**src/rtl/cpu_pkg.sv**
```systemverilog
// Shared core definitions: NOP encoding, major opcodes and the fetch-pair record
// passed from the fetch queue to decode.
package cpu_pkg;

    localparam logic [31:0] NOP_INSTR = 32'h0000_0013;

    localparam logic [6:0] I_IMM = 7'b0010011;
    localparam logic [6:0] LOAD  = 7'b0000011;
    localparam logic [6:0] JAL   = 7'b1101111;
    localparam logic [6:0] S     = 7'b0100011;
    localparam logic [6:0] R     = 7'b0110011;
    localparam logic [6:0] B     = 7'b1100011;

    typedef struct packed {
        logic [31:0] pc;
        logic [31:0] instr1;
        logic [31:0] instr2;
        logic        slot2_ok;
    } fetch_pair_t;

endpackage

```
**src/rtl/fetch_pair_fifo.sv**
```systemverilog
// Synchronous FIFO of fetched instruction pairs; flush beats push and pop.
// Storage is cleared on reset so the head reads as an all-zero pair afterwards.
import cpu_pkg::*;

module fetch_pair_fifo #(
    parameter int DEPTH = 4,
    localparam int PW = (DEPTH > 1) ? $clog2(DEPTH) : 1,
    localparam int CW = $clog2(DEPTH + 1)
) (
    input  logic          clk,
    input  logic          rst,
    input  logic          push,
    input  logic          pop,
    input  logic          flush,
    input  fetch_pair_t   wdata,
    output fetch_pair_t   rdata,
    output logic          empty,
    output logic [CW-1:0] count
);

    localparam logic [CW-1:0] FULL_CNT = CW'(DEPTH);
    localparam logic [PW-1:0] LAST_PTR = PW'(DEPTH - 1);

    fetch_pair_t   mem [DEPTH];
    logic [PW-1:0] rd_ptr;
    logic [PW-1:0] wr_ptr;
    logic          do_push;
    logic          do_pop;

    function automatic logic [PW-1:0] ptr_next(input logic [PW-1:0] p);
        return (p == LAST_PTR) ? '0 : p + 1'b1;
    endfunction

    assign empty   = (count == '0);
    assign do_pop  = pop && !empty;
    assign do_push = push && (count != FULL_CNT);
    assign rdata   = mem[rd_ptr];

    always_ff @(posedge clk) begin
        if (rst || flush) begin
            rd_ptr <= '0;
            wr_ptr <= '0;
            count  <= '0;
        end else begin
            if (do_push) wr_ptr <= ptr_next(wr_ptr);
            if (do_pop)  rd_ptr <= ptr_next(rd_ptr);
            count <= count + CW'(do_push) - CW'(do_pop);
        end
    end

    always_ff @(posedge clk) begin
        if (rst) begin
            for (int i = 0; i < DEPTH; i++) mem[i] <= '0;
        end else if (do_push && !flush) begin
            mem[wr_ptr] <= wdata;
        end
    end

endmodule

```
**src/rtl/dual_fetch_unit.sv**
```systemverilog
// Two-wide instruction fetch front end: PC, ROM request, pair queue and decode handshake.
// Define FETCH_PERF_EN to add the stall/redirect performance counters.
import cpu_pkg::*;

module dual_fetch_unit #(
    parameter logic [31:0] RESET_PC = 32'h0000_0000,
    parameter int          IMEM_AW  = 10,
    parameter int          FQ_DEPTH = 4
) (
    input  logic               clk,
    input  logic               rst,
    output logic [IMEM_AW-1:0] rom_addr,
    input  logic [31:0]        rom_instr1,
    input  logic [31:0]        rom_instr2,
    input  logic               redirect_valid,
    input  logic [31:0]        redirect_pc,
    input  logic               id_ready,
    output logic               id_valid,
    output logic               id_slot2_valid,
    output logic [31:0]        id_pc,
    output logic [31:0]        id_instr1,
    output logic [31:0]        id_instr2
`ifdef FETCH_PERF_EN
    ,
    output logic [31:0]        perf_stall_cnt,
    output logic [31:0]        perf_redirect_cnt
`endif
);

    localparam int CW = $clog2(FQ_DEPTH + 1);
    localparam logic [CW:0] DEPTH_C = (CW + 1)'(FQ_DEPTH);

    logic [31:0]   pc;
    logic [31:0]   req_pc;
    logic          req_slot2_ok;
    logic          inflight;
    logic          issue;
    logic          pop;
    logic [CW-1:0] q_count;
    logic [CW:0]   credit;
    logic          q_empty;
    fetch_pair_t   push_pair;
    fetch_pair_t   head;
    logic          unused_bits;

    assign unused_bits = ^redirect_pc[1:0];

    assign rom_addr = pc[IMEM_AW+1:2];

    // Credit counts the response already in flight so a push can never overflow.
    assign credit = {1'b0, q_count} + {{CW{1'b0}}, inflight};
    assign issue  = !redirect_valid && (credit < DEPTH_C);

    always_ff @(posedge clk) begin
        if (rst) begin
            pc           <= RESET_PC;
            inflight     <= 1'b0;
            req_pc       <= '0;
            req_slot2_ok <= 1'b0;
        end else begin
            inflight <= issue;
            if (redirect_valid) begin
                pc <= {redirect_pc[31:2], 2'b00};
            end else if (issue) begin
                pc           <= pc + 32'd8;
                req_pc       <= pc;
                req_slot2_ok <= ~&pc[IMEM_AW+1:2];
            end
        end
    end

    assign push_pair.pc       = req_pc;
    assign push_pair.instr1   = rom_instr1;
    assign push_pair.instr2   = rom_instr2;
    assign push_pair.slot2_ok = req_slot2_ok;

    // A redirect flushes the queue, which also drops the response arriving this cycle.
    fetch_pair_fifo #(
        .DEPTH (FQ_DEPTH)
    ) u_fifo (
        .clk   (clk),
        .rst   (rst),
        .push  (inflight),
        .pop   (pop),
        .flush (redirect_valid),
        .wdata (push_pair),
        .rdata (head),
        .empty (q_empty),
        .count (q_count)
    );

    assign id_valid       = !q_empty && !redirect_valid;
    assign pop            = id_valid && id_ready;
    assign id_slot2_valid = id_valid && head.slot2_ok;
    assign id_pc          = head.pc;
    assign id_instr1      = id_valid ? head.instr1 : NOP_INSTR;
    assign id_instr2      = id_valid ? head.instr2 : NOP_INSTR;

`ifdef FETCH_PERF_EN
    always_ff @(posedge clk) begin
        if (rst) begin
            perf_stall_cnt    <= '0;
            perf_redirect_cnt <= '0;
        end else begin
            if (id_valid && !id_ready && (perf_stall_cnt != '1))
                perf_stall_cnt <= perf_stall_cnt + 32'd1;
            if (redirect_valid && (perf_redirect_cnt != '1))
                perf_redirect_cnt <= perf_redirect_cnt + 32'd1;
        end
    end
`endif

endmodule

```
**config.mk**
```make
export PLATFORM = sky130hd
export DESIGN_NAME = dual_fetch_unit
export DESIGN_NICKNAME = d
export VERILOG_FILES = /design/src/rtl/cpu_pkg.sv /design/src/rtl/fetch_pair_fifo.sv /design/src/rtl/dual_fetch_unit.sv
export SDC_FILE = /design/constraint.sdc
export NUM_CORES = 1
export LEC_CHECK = 0
export BUFFER_PORTS_ARGS = -buffer_cell sky130_fd_sc_hd__buf_2
export CAP_MARGIN = 20
export CORE_UTILIZATION = 45
export CTS_CLUSTER_SIZE = 28
export DETAILED_ROUTE_END_ITERATION = 16
export MAX_ROUTING_LAYER = met4
export SYNTH_ARGS = -nofsm -noshare
export SYNTH_HDL_FRONTEND = slang
export SYNTH_SLANG_ARGS = --single-unit
```
**constraint.sdc**
```tcl
create_clock -name clk -period 4.4 [get_ports clk]
set_input_delay 0 -clock clk [delete_from_list [all_inputs] [get_ports clk]]
set_output_delay 0 -clock clk [all_outputs]
set_load 0.01 [all_outputs]
```
; ---- Yosys cells after proc, flatten, opt, wreduce, memory -nomap -nowiden
; Memories as Yosys holds them, arrays and structs flattened. A register that Yosys moved wholly into a read port is not among the register bits.
; Cells that the tools add are included.
[word_totals]
regBits = 73
ram_bits = 388
inputBits = 100
output_inout_bits = 108
word_cells = 53
mem_count = 1
[op_classes]
n_addsub = 6
order_cmp = 1
n_eq_ne = 3
muxes = 16
bitwise_logic = 1
reduce_logical = 17
[mem_list]
columns = name, depth, word_bits, read_ports, rd_ports_with_merged_regs, wr, line
row1 = u_fifo.mem, 4, 97, 1, 1, 4, fetch_pair_fifo.sv:24  ; fetch_pair_t mem [DEPTH];
[ops]
columns = op, count
row1 = $mux W32, 4
row2 = $mux W97, 1
row3 = $reduce_or A97 Y1, 1
row4 = $add A32 B4 Y32 const B, 1
row5 = $mux W2, 5
row6 = $reduce_and A10 Y1, 1
row7 = $logic_and A1 B1 Y1, 7
row8 = $mux W1, 6
row9 = $add A2 B1 Y2 const B, 2
row10 = $add A3 B1 Y4, 1
row11 = $eq A2 B2 Y1 const B, 2
row12 = $lt A4 B3 Y1 const B, 1
row13 = $add A3 B1 Y3, 1
row14 = $logic_not A1 Y1, 3
row15 = $logic_not A3 Y1, 1
row16 = $ne A3 B3 Y1 const B, 1
row17 = $sub A3 B1 Y3, 1
row18 = $reduce_and A2 Y1, 1
row19 = $reduce_bool A2 Y1, 1
row20 = $reduce_or A2 Y1, 1
row21 = $logic_or A1 B1 Y1, 1
row22 = $not A1 Y1, 1

; ---- Depth between registers and ports, before layout
[depth]
ltp_word = 8
mapped_depth = 8
mapped_depth_nobuf = 8

; ---- By module
; Synthesis repeated with hierarchy kept, for this count alone.
[hier_totals]
hier_cells = 1583
area_unflattened_um2 = 21207.8
[modules_own_cells]
columns = mod, n_inst, cells_per_inst, area_per_inst_um2
row1 = fetch_pair_fifo, 1, 1134, 17793.3
row2 = dual_fetch_unit, 1, 449, 3414.5

; ---- Worst setup path after synthesis
; Ideal clock, no wire load.
[synth_timing]
path_kind = reg-to-reg
startpoint = register u_fifo.count[1]
endpoint = memory u_fifo.mem[3][0] (netlist bit), enable pin
arrival_ps = 3098
t_required_ps = 3940
path_slack_ps = 842
stages_incl_launch_ff = 6
path_cell_list = dfxtp_1 or3b_1 clkbuf_1 nand2_1 inv_1 a41o_1
[synth_lines]
columns = item, line
row1 = "start, declared", fetch_pair_fifo.sv:18  ; output logic [CW-1:0] count
row2 = "start signal, assigned", fetch_pair_fifo.sv:47  ; count <= count + CW'(do_push) - CW'(do_pop);
row3 = "end, declared", fetch_pair_fifo.sv:24

; ---- Worst setup path after layout
[layout_timing]
startpoint = register u_fifo.count[1]
endpoint = register pc[13]
[layout_via]
elab_chain_len = 4
[layout_rtl]
columns = item, line
row1 = $add A3 B1 Y4, dual_fetch_unit.sv:51  ; assign credit = {1'b0, q_count} + {{CW{1'b0}}, inflight};
row2 = $lt A4 B3 Y1, dual_fetch_unit.sv:52  ; assign issue = !redirect_valid && (credit < DEPTH_C);
row3 = $logic_and A1 B1 Y1, dual_fetch_unit.sv:52
row4 = $reduce_bool A2 Y1 (no source line), --
row5 = "end signal, assigned", dual_fetch_unit.sv:63  ; pc <= {redirect_pc[31:2], 2'b00};
row6 = "end signal, assigned", dual_fetch_unit.sv:65  ; pc <= pc + 32'd8;
row7 = "end, declared", dual_fetch_unit.sv:33  ; logic [31:0] pc;
; No other way between the ends.
; A chain may end at the register's enable or synchronous reset.

==> results.sh <==
export IMPL_grt_overflow_total=0
export IMPL_drt_iter0_markers=1000
export IMPL_avgRoutedWirePerCell_um=21.9
export IMPL_synth_area_um2=20400
export IMPL_cp_num_buf_inv=2
export IMPL_synth_largest_area_cell="edfxtp_1"
export IMPL_crit_type="reg2reg"
export IMPL_grt_use_total_pct=23.0
export IMPL_net_switching_power_mw=2.07
export IMPL_drive_gt1_share_pct=23.3
export IMPL_vias_per_cell=5.57
export IMPL_path_clk_slew_ns=0.06
export IMPL_powerDensity_nw_per_um2=384
export IMPL_crit_path_start_kind="flip-flop"
export IMPL_place_gp_congestion=0.810
export IMPL_synth_area_leaders="edfxtp_1, and2_1, mux4_2"
export IMPL_ioPinCount=208
export IMPL_synth_area_per_cell_um2=13.9
export IMPL_dp_hpwl_mm=27.4
export IMPL_worstPathArrival_ns=3.53
export IMPL_pre_cts_ws_ns=1.55
export IMPL_cts_tree="done"
export IMPL_cp_slowest_stage_delay_ns=0.60
export IMPL_dp_cells=2154
export IMPL_vias=13100
export IMPL_yosysUniqueCellTypes=57
export IMPL_setup_tns_final_ns=0
export IMPL_drt_wl_total_mm=51.2
export IMPL_antenna_left=0
export IMPL_rsz0062_at_grt="no"
export IMPL_seq_power_share_pct=51.9
export IMPL_final_hold_viol_count=0
export IMPL_p_leak_nw=9.44
export IMPL_clockBufferDepth=3
export IMPL_drv_slew=0
export IMPL_crit_path_end_kind="flip-flop"
export IMPL_die_area_um2=46200
export IMPL_yosysSeqAreaShare_pct=62.8
export IMPL_ys_seq_elements=451
export IMPL_grt_pass1_vias=13500
export IMPL_clock_latency_ns=0.57
export IMPL_path_cells="ha_1, o211a_1, o22a_2, buf_4, or3_1, a2111oi_1, dlygate4sd3_1"
export IMPL_grt_max_degree=96
export IMPL_final_nets=1819
export IMPL_synthArstFlopShare_pct=0
export IMPL_maxCapViolCount=0
export IMPL_crit_fanout=49
export IMPL_area_delta_synth_final_pct=20.2
export IMPL_root_buffer="clkbuf_16"
export IMPL_post_cts_resize_count=0
export IMPL_die_width_um=215
export IMPL_max_slew_margin_pct=38.4
export IMPL_io_buffers=203
export IMPL_clockPowerShare_pct=41.8
export IMPL_syn_inst=1465
export IMPL_required_ns=4.91
export IMPL_fin_skew_ns=0.00557
export IMPL_swShare_pct=22.0
export IMPL_tightest_slew_ns=0.924
export IMPL_crit_slowest_cell="dlygate4sd3_1"
export IMPL_finalCritPeriodShare_pct=68.5
export IMPL_p_int_mw=7.36
export IMPL_finalSetupViolations=0
export IMPL_comb_power_share_pct=6.3
export IMPL_firstDrtPassIters=5
export IMPL_drc_errors=0
export IMPL_fin_cells=2345
export IMPL_placementRows=77
export IMPL_setup_ws_ns=1.38
export IMPL_ys_warnings_count=0
export IMPL_dieHeight_um=215
export IMPL_grt_pass1_wl_mm=79.5
export IMPL_synth_flop_cell="edfxtp_1"
export IMPL_synth_top_area_share_pct=55.9
export IMPL_peakVddDrop_v=0.000266
export IMPL_fmax_ghz=0.332
export IMPL_antenna_found_initial=3
export IMPL_period_needed_ns=3.02
export IMPL_synth_edf_count=380
export IMPL_hp_class="in2reg"
export IMPL_outcome="finished clean"
export IMPL_cp_top_family="compound AO/OA/AOI/OAI gates"
export IMPL_cts_buffers=48
export IMPL_start_util_pct=45.9
export IMPL_coreArea_um2=44500
export IMPL_cts_max_level=2
export IMPL_cts_sinks=451
==> area by class of cell <==
cell class                      count  area (um^2)
Antenna cell                        3         7.51
Clock buffer                       67         1340
Clock inverter                     21          165
Fill cell                        3680        20000
Inverter                           17         63.8
Multi-Input combinational cell    864         7010
Sequential cell                   451        12800
Tap cell                          592          741
Timing Repair Buffer              330         2380
==> metal layers <==
metal,GRT usage (%),vias up,routed length (um)
met5,-,-,0
met4,6.03,0,971
met3,2.99,71,2350
met2,37.8,347,25500
met1,30.4,6675,22400
li1,-,5972,-
==> through the flow <==
stage               instance area [um^2]  utilization [%]  power, mW  hold slack [ns]
global route                       24500             55.1       9.70           0.0304
detailed placement                 22000             49.5       5.51            0.269
global placement                   22000             49.5       5.49            0.235
CTS                                24500             55.1       9.50          0.00192
finish                             24500             55.1       9.43           0.0204
floorplan                          20400                -       5.26            0.147
==> worst reg2reg max path: cells and delay by family, from the launching register on <==
family / cells / cell delay [ns]
compound gates: 3 / 0.96
fa+ha+maj: 1 / 0.24
buf+inv: 2 / 0.95
simple gates: 1 / 0.43
flops: 1 / 0.37
==> timing repair <==
action,in CTS,in global routing
endpoints found under the hold margin,292,0
buffers inserted,0,0
hold buffers,98,0
==> final timing paths <==
check / start / end / slack (ns) / cells after the start
worst max-delay path: u_fifo.count[1] / pc[13] / 1.38 / 7
worst min-delay path: redirect_valid / req_pc[31] / 0.02 / 3
worst max register to register: u_fifo.count[1] / pc[13] / 1.38 / 7
worst min register to register: req_pc[2] / req_pc[2] / 0.51 / 2
==> power groups by stage <==
stage                     Clock (mW)  Combinational (mW)  Sequential, mW
final                           3.94               0.595            4.89
after global placement             0               0.520            4.97
after global routing            4.14               0.646            4.91
after floorplan                    0               0.310            4.95
after CTS                       4.01               0.599            4.89
after detailed placement           0               0.526            4.98
==> cell families after synthesis <==
group	after synthesis	share of synthesized area [%]
xor+xnor	3	0.129
fa+ha+maj	7	0.466
flops	451	62.8
other cells	1	0.0184
simple gates	623	18.5
mux	98	10.6
buf+inv	151	3.21
compound gates	131	4.20
==> placed cells by master (no fill, tap or decap), types with 12 or more instances in the layout <==
master / n
a21oi_1: 34
a311oi_1: 12
and2_1: 356
and3_1: 97
buf_12: 13
buf_2: 203
buf_4: 16
clkbuf_1: 13
clkbuf_16: 49
clkinv_1: 12
dfxtp_1: 69
dlygate4sd3_1: 98
edfxtp_1: 380
inv_1: 16
mux4_2: 95
nand2_1: 27
nand3_1: 43
nor2_1: 21
o21ai_0: 38
or3_1: 17
==> flip-flops by register name (all words and copies together) (netlist names), named ones only <==
name,count
inflight,1
pc,30
req_pc,30
req_slot2_ok,1
u_fifo.count,3
u_fifo.mem,380
u_fifo.rd_ptr,2
u_fifo.wr_ptr,2
==> cell usage after synthesis (4+ instances only) <==
master,number
a21oi_1,34
a311oi_1,12
a31oi_1,7
and2_1,356
and3_1,97
and4_1,7
buf_2,29
buf_4,12
clkbuf_1,89
dfxtp_1,71
edfxtp_1,380
ha_1,6
inv_1,16
mux4_2,95
nand2_1,27
nand2b_1,4
nand3_1,43
nand4_1,11
nand4b_1,4
nor2_1,22
nor4_1,8
o21ai_0,38
o221ai_1,7
o31a_1,4
o31ai_1,8
or2_2,4
or3_1,17
or4_1,9
Note: power is estimated with default switching activity, not from simulation.
